`src/rtl/fft_pkg.sv`:
```
// Shared definitions for the 8-point FFT datapath.
//   FFT_POINTS / FFT_LOG2 : frame size and index width
//   FFT_N / FFT_W         : component width exponent and derived width (W = 2**N)
//   bitrev3               : 3-bit index bit reversal (1->4, 3->6, ...)
package fft_pkg;

    localparam int FFT_POINTS = 8;
    localparam int FFT_LOG2   = 3;
    localparam int FFT_N      = 3;
    localparam int FFT_W      = 2 ** FFT_N;

    function automatic logic [FFT_LOG2-1:0] bitrev3(input logic [FFT_LOG2-1:0] k);
        return {k[0], k[1], k[2]};
    endfunction

endpackage

```
`src/rtl/fft_frame_bank.sv`:
```
// One frame buffer of 8 complex registers, stored in bit-reversed slot order.
// Ports:
//   clk, rst            clock, asynchronous active-low reset
//   wr_en/wr_slot       write enable and destination slot
//   wr_r/wr_i           sample components to store
//   zero_en/zero_from   clear every slot whose sample index (bitrev of slot)
//                       is >= zero_from; used to pad a short frame
//   data_r/data_i       flattened contents, slot j at bits [j*W +: W]
module fft_frame_bank
    import fft_pkg::*;
#(
    parameter int W = FFT_W
) (
    input  logic                    clk,
    input  logic                    rst,
    input  logic                    wr_en,
    input  logic [FFT_LOG2-1:0]     wr_slot,
    input  logic [W-1:0]            wr_r,
    input  logic [W-1:0]            wr_i,
    input  logic                    zero_en,
    input  logic [FFT_LOG2-1:0]     zero_from,
    output logic [FFT_POINTS*W-1:0] data_r,
    output logic [FFT_POINTS*W-1:0] data_i
);

    logic [W-1:0] re [FFT_POINTS];
    logic [W-1:0] im [FFT_POINTS];

    always_ff @(posedge clk or negedge rst) begin
        if (!rst) begin
            for (int unsigned s = 0; s < FFT_POINTS; s++) begin
                re[s] <= '0;
                im[s] <= '0;
            end
        end else begin
            for (int unsigned s = 0; s < FFT_POINTS; s++) begin
                // The written slot always belongs to an index below zero_from,
                // so the write and the zero fill never target the same slot.
                if (wr_en && (wr_slot == FFT_LOG2'(s))) begin
                    re[s] <= wr_r;
                    im[s] <= wr_i;
                end else if (zero_en && (bitrev3(FFT_LOG2'(s)) >= zero_from)) begin
                    re[s] <= '0;
                    im[s] <= '0;
                end
            end
        end
    end

    for (genvar g = 0; g < FFT_POINTS; g++) begin : g_flat
        assign data_r[g*W +: W] = re[g];
        assign data_i[g*W +: W] = im[g];
    end

endmodule

```
`src/rtl/fft_input_loader.sv`:
```
// Serial-to-parallel input stage of the 8-point FFT. Packs 8 complex samples
// per frame into a ping-pong pair of banks, already in bit-reversed order.
// Optional feature: define FFT_IN_PRESCALE_EN to arithmetically shift each
// accepted component right by one before storage.
// Ports:
//   clk, rst                       clock, asynchronous active-low reset
//   in_valid/in_ready              sample handshake
//   in_r/in_i/in_last              sample components, end-of-frame marker
//   out_valid/out_ready            frame handshake
//   out_r/out_i                    frame, slot j at bits [j*W +: W]
//   frame_err                      one-cycle pulse on a frame-length error
module fft_input_loader
    import fft_pkg::*;
#(
    parameter  int N = FFT_N,
    localparam int W = 2 ** N
) (
    input  logic                    clk,
    input  logic                    rst,
    input  logic                    in_valid,
    output logic                    in_ready,
    input  logic [W-1:0]            in_r,
    input  logic [W-1:0]            in_i,
    input  logic                    in_last,
    output logic                    out_valid,
    input  logic                    out_ready,
    output logic [FFT_POINTS*W-1:0] out_r,
    output logic [FFT_POINTS*W-1:0] out_i,
    output logic                    frame_err
);

    logic                    wr_sel;
    logic                    rd_sel;
    logic [1:0]              full;
    logic [FFT_LOG2-1:0]     widx;
    logic                    run;
    logic                    accept;
    logic                    close;
    logic                    early;
    logic                    consume;
    logic [W-1:0]            st_r;
    logic [W-1:0]            st_i;
    logic [FFT_POINTS*W-1:0] bank_r [2];
    logic [FFT_POINTS*W-1:0] bank_i [2];

    // run holds in_ready low until the first edge after reset release.
    assign in_ready  = run && !full[wr_sel];
    assign out_valid = full[rd_sel];
    assign accept    = in_valid && in_ready;
    assign close     = accept && (in_last || (widx == '1));
    assign early     = accept && in_last && (widx != '1);
    assign consume   = out_valid && out_ready;

`ifdef FFT_IN_PRESCALE_EN
    assign st_r = $signed(in_r) >>> 1;
    assign st_i = $signed(in_i) >>> 1;
`else
    assign st_r = in_r;
    assign st_i = in_i;
`endif

    // Close and consume always address different banks: close needs
    // full[wr_sel]==0 while consume needs full[rd_sel]==1.
    always_ff @(posedge clk or negedge rst) begin
        if (!rst) begin
            run       <= 1'b0;
            wr_sel    <= 1'b0;
            rd_sel    <= 1'b0;
            full      <= '0;
            widx      <= '0;
            frame_err <= 1'b0;
        end else begin
            run       <= 1'b1;
            frame_err <= accept && (in_last != (widx == '1));
            if (close) begin
                full[wr_sel] <= 1'b1;
                wr_sel       <= !wr_sel;
                widx         <= '0;
            end else if (accept) begin
                widx <= widx + 1'b1;
            end
            if (consume) begin
                full[rd_sel] <= 1'b0;
                rd_sel       <= !rd_sel;
            end
        end
    end

    for (genvar b = 0; b < 2; b++) begin : g_bank
        fft_frame_bank #(.W(W)) u_bank (
            .clk       (clk),
            .rst       (rst),
            .wr_en     (accept && (wr_sel == 1'(b))),
            .wr_slot   (bitrev3(widx)),
            .wr_r      (st_r),
            .wr_i      (st_i),
            .zero_en   (early && (wr_sel == 1'(b))),
            .zero_from (widx + 1'b1),
            .data_r    (bank_r[b]),
            .data_i    (bank_i[b])
        );
    end

    assign out_r = rd_sel ? bank_r[1] : bank_r[0];
    assign out_i = rd_sel ? bank_i[1] : bank_i[0];

endmodule

```
`config.mk`:
```
export PLATFORM = sky130hd
export DESIGN_NAME = fft_input_loader
export DESIGN_NICKNAME = d
export VERILOG_FILES = /design/src/rtl/fft_pkg.sv /design/src/rtl/fft_frame_bank.sv /design/src/rtl/fft_input_loader.sv
export SDC_FILE = /design/constraint.sdc
export NUM_CORES = 1
export LEC_CHECK = 0
export CAP_MARGIN = 10
export CORE_MARGIN = 1
export CORE_UTILIZATION = 55
export DETAILED_ROUTE_END_ITERATION = 16
export GPL_TIMING_DRIVEN = 0
export PLACE_DENSITY = 0.8
export SYNTH_ARGS = -nofsm -noshare
export SYNTH_HDL_FRONTEND = slang
export SYNTH_SLANG_ARGS = --single-unit
```
`constraint.sdc`:
```
create_clock -name clk -period 2.7 [get_ports clk]
set_input_delay 0.81 -clock clk [delete_from_list [all_inputs] [get_ports clk]]
set_output_delay 0.81 -clock clk [all_outputs]
set_load 0.05 [all_outputs]
```
==> run summary <==
The share of synthesized registers carrying an async set or reset came out at 100%. The highest cell delay on the worst timing path is 0.37 ns. The flow ran to the end, and the final reports show no timing, DRC or antenna violations. The number of buffers added on ports came out at 135. The via count came out at 8066. The initialized floorplan defines 52 standard-cell rows.

Summed over all failing endpoints, the final setup total negative slack is 0 ns. The number of setup violations in the final report came out at 0. The post-synthesis instance area came out at 11400 um^2. The total CTS buffers is 27. The routed wire length is about 30000 um. Summing the areas of all compound-gate instances in the mapped netlist gives 20.8% of the synthesized area. The synthesized netlist devotes 0.661% of its cell area to adder and majority cells. The most used flip-flop cell after synthesis is sky130_fd_sc_hd__dfrtp_1.

The share of the synthesized area in the top cell type came out at about three fifths. The number of top-level pins came out at 152. The biggest area contributor in the post-synthesis netlist is sky130_fd_sc_hd__dfrtp_1. The critical-path maximum fanout came out at 10. From bottom edge to top edge, the die measures 146 um.

The global-route wire length before repair came out at 46900 um. The number of buffers on the longest clock path came out at 3. After clock tree synthesis, the clock-pin slew on the worst setup and hold paths is 0.06 ns. By area the synthesized netlist is led by sky130_fd_sc_hd__dfrtp_1 (58%), sky130_fd_sc_hd__a22o_1 (20%), sky130_fd_sc_hd__mux2_2 (13%), sky130_fd_sc_hd__buf_2 (1.1%), sky130_fd_sc_hd__clkbuf_1 (0.92%).

Traced cell by cell, the critical path runs through buf_12 -> clkbuf_16 -> buf_12 -> mux2_2 -> buf_2. Entering global routing, the biggest net connects between 100 and 150 pins. The shortest period the worst path allows came out at 2.70 ns.

The number of instances in the placed design is ~1.2k. The worst path uses 100% of the clock period. Multiplexer cells account for around an eighth of the synthesized area. The clock skew is 0.00924 ns. The number of vias per cell after detailed routing is 6.26. The number of antenna violations at the first check in global routing came out at 0. The CTS sink count came out at roughly 270. By area, the combinational part of the netlist is dominated by compound AO/OA/AOI/OAI gates.

The number of flops mapped to enable cells by yosys is 0. The max capacitance violation total is 0. A synthesized cell averages 13.7 um^2. The worst slew margin relative to its limit came out at 50.1%. The number of nets in the synthesized netlist came out at between 800 and 900. The die extent in x came out at 146 um.

The number of pins with negative max-slew slack in the final report is 0. The share of the yosys chip area belonging to registers is roughly 58%. The clock network latency to the later pin of the worst-skew pair came out at 0.53 ns.

The worst setup path is of the reg -> out kind. The worst setup path is captured at a primary output. The global-route total usage across every layer is 28.0%. The depth of the CTS H-tree is 1. The arrival time of the worst setup path came out at 1.89 ns. The worst setup path is launched from a flop. Synthesis inferred 265 register bits. The remaining routing DRC violations came out at 0.

The share of final-layout standard cells stronger than drive strength 1 came out at 36.4%. Static timing analysis puts the maximum clock frequency at 371 MHz. Summed over all nets, the half-perimeter wirelength after detailed placement is 19900 um. The count of TritonRoute iterations in the first routing pass came out at 5. The starting DRC count in detailed routing came out at 552. After the last flow step, the layout net total stands at 1026. The average wire per cell in the routed design is 23.1 um.

The number of antenna diodes in the final layout is 0. For this design the ratio of total power to cell area is 1130 nW/um^2. The buffer type at the clock tree root is sky130_fd_sc_hd__clkbuf_16. The final hold violation count is 0. The top cell types in the final layout, fill and taps aside, are sky130_fd_sc_hd__dfrtp_1 (263), sky130_fd_sc_hd__a22o_1 (256), sky130_fd_sc_hd__mux2_2 (120). The standard cell core area is 20200 um^2.

After Yosys synthesis, XOR and XNOR cells account for 0% of the synthesized area. The number of cells produced by synthesis is 829. The count of synthesis-stage warnings from yosys is 0. The number of nets still failing antenna checks after routing is 0. The area of the die came out at 21200 um^2. In this run the worst hold path is classified as in -> async. The data required time of the critical path is about 1.9 ns. The kind of cell with the highest combined delay on the critical path is buffers and inverters. Setup repair after global routing could not meet its margin everywhere.

The number of standard cells in the layout, taps in and fillers out came out at about 1.3k. For this configuration, the core starts out at a cell density of 56.2%. TritonCTS built the clock tree. By instance count, the cell type seen most on the critical path is sky130_fd_sc_hd__buf_12. The basic-gate share of the synthesized area counting and, or, nand and nor cells came out at 3.76%. The area growth from synthesis to layout is 23.0%.

The worst voltage drop across the vdd grid is 0.566 mV. The leakage power figure is 0.00706 uW. The number of global-route vias before repair came out at 8379. The sum of buffers and inverters on the critical path is 4. The global placement routability congestion came out at 0.852.

The library cell used most frequently in the layout, excluding fill and tap cells, is sky130_fd_sc_hd__dfrtp_1. For this design, the slowest cell found on the critical path is sky130_fd_sc_hd__dfrtp_2. The transition time of the tightest slew-check pin came out at approximately 0.75 ns. The remaining global-route overflow is 0. The number of distinct library cells after synthesis is 39.
repair_timing:
item	in CTS	in global routing
gates resized for setup	626	261
setup endpoints to repair	130	161
gates cloned	0	2
setup buffers	0	3
hold endpoints to repair	0	0
hold buffers	0	0
registers in the layout, summed over array words and instances, names as in the netlist:
register,cells
g_bank.u_bank.data_i,128
g_bank.u_bank.data_r,128
widx,3
full,2
frame_err,1
rd_sel,1
run,1
wr_sel,1
per-stage QoR:
step           setup WS (ns)  utilization [%]  instance area, um^2  hold WS, ns  power (uW)
6_report             0.00121             69.1                14000        0.174       15800
5_1_grt              -0.0392             69.1                14000        0.203       16400
4_1_cts               -0.132             67.3                13600        0.184       15300
3_5_place_dp          -0.878             64.8                13100        0.477       11800
3_3_place_gp           -9.99             64.5                13100        0.476       11700
2_1_floorplan          0.303                -                11400        0.460        9900
cell type report:
type,instances,area (um^2)
Clock inverter,9,145
Multi-Input combinational cell,476,4360
Clock buffer,39,761
Sequential cell,265,6630
Fill cell,1445,6250
Tap cell,270,338
Inverter,6,22.5
Buffer,81,537
Timing Repair Buffer,142,1180
kinds of logic (layout without fill, tap and decap cells):
| logic type | count (synthesis) | in the layout |
|---|---|---|
| flops | 265 | 265 |
| fa+ha+maj | 6 | 6 |
| other cells | 1 | 1 |
| compound gates | 274 | 274 |
| buf+inv | 88 | 277 |
| mux | 130 | 130 |
| simple gates | 65 | 65 |
final timing paths:
kind	startpoint	cells past startpoint	slack [ns]	end
setup / recovery	rd_sel	5	0.001	out_i[15]
hold / removal	rst	1	0.17	g_bank[0].u_bank.data_i[52]
setup reg to reg	widx[1]	7	0.12	g_bank[1].u_bank.data_i[4]
hold reg to reg	g_bank[1].u_bank.data_r[15]	1	0.49	g_bank[1].u_bank.data_r[15]
max in group asynchronous	rst	3	1.15	g_bank[1].u_bank.data_r[12]
min in group clk	g_bank[1].u_bank.data_r[15]	1	0.49	g_bank[1].u_bank.data_r[15]
cells in the mapped netlist, types with 4 or more instances:
master,instances
sky130_fd_sc_hd__buf_4,10
sky130_fd_sc_hd__ha_1,6
sky130_fd_sc_hd__dfrtp_1,265
sky130_fd_sc_hd__a22o_1,256
sky130_fd_sc_hd__buf_1,18
sky130_fd_sc_hd__o21ai_0,10
sky130_fd_sc_hd__nand3b_1,4
sky130_fd_sc_hd__clkbuf_1,28
sky130_fd_sc_hd__mux2_2,129
sky130_fd_sc_hd__nand2_1,19
sky130_fd_sc_hd__inv_1,6
sky130_fd_sc_hd__nand2_2,4
sky130_fd_sc_hd__nand3_1,4
sky130_fd_sc_hd__nor2_1,7
sky130_fd_sc_hd__nor2_4,8
sky130_fd_sc_hd__buf_2,25
report_power, final:
group          total (uW)  internal (uW)  switching (uW)
clock                3870           2330            1540
sequential           5610           4970             642
combinational        6360           2500            3870
total               15800           9790            6050
layer usage:
metal | vias up | wire, um | GRT usage (%)
met1 | 4193 | 13400 | 41.2
li1 | 3503 | - | -
met2 | 313 | 13900 | 43.3
met3 | 57 | 1630 | 3.61
met5 | - | 0 | 0
met4 | 0 | 786 | 9.68
Power figures use the tool's default switching activity.
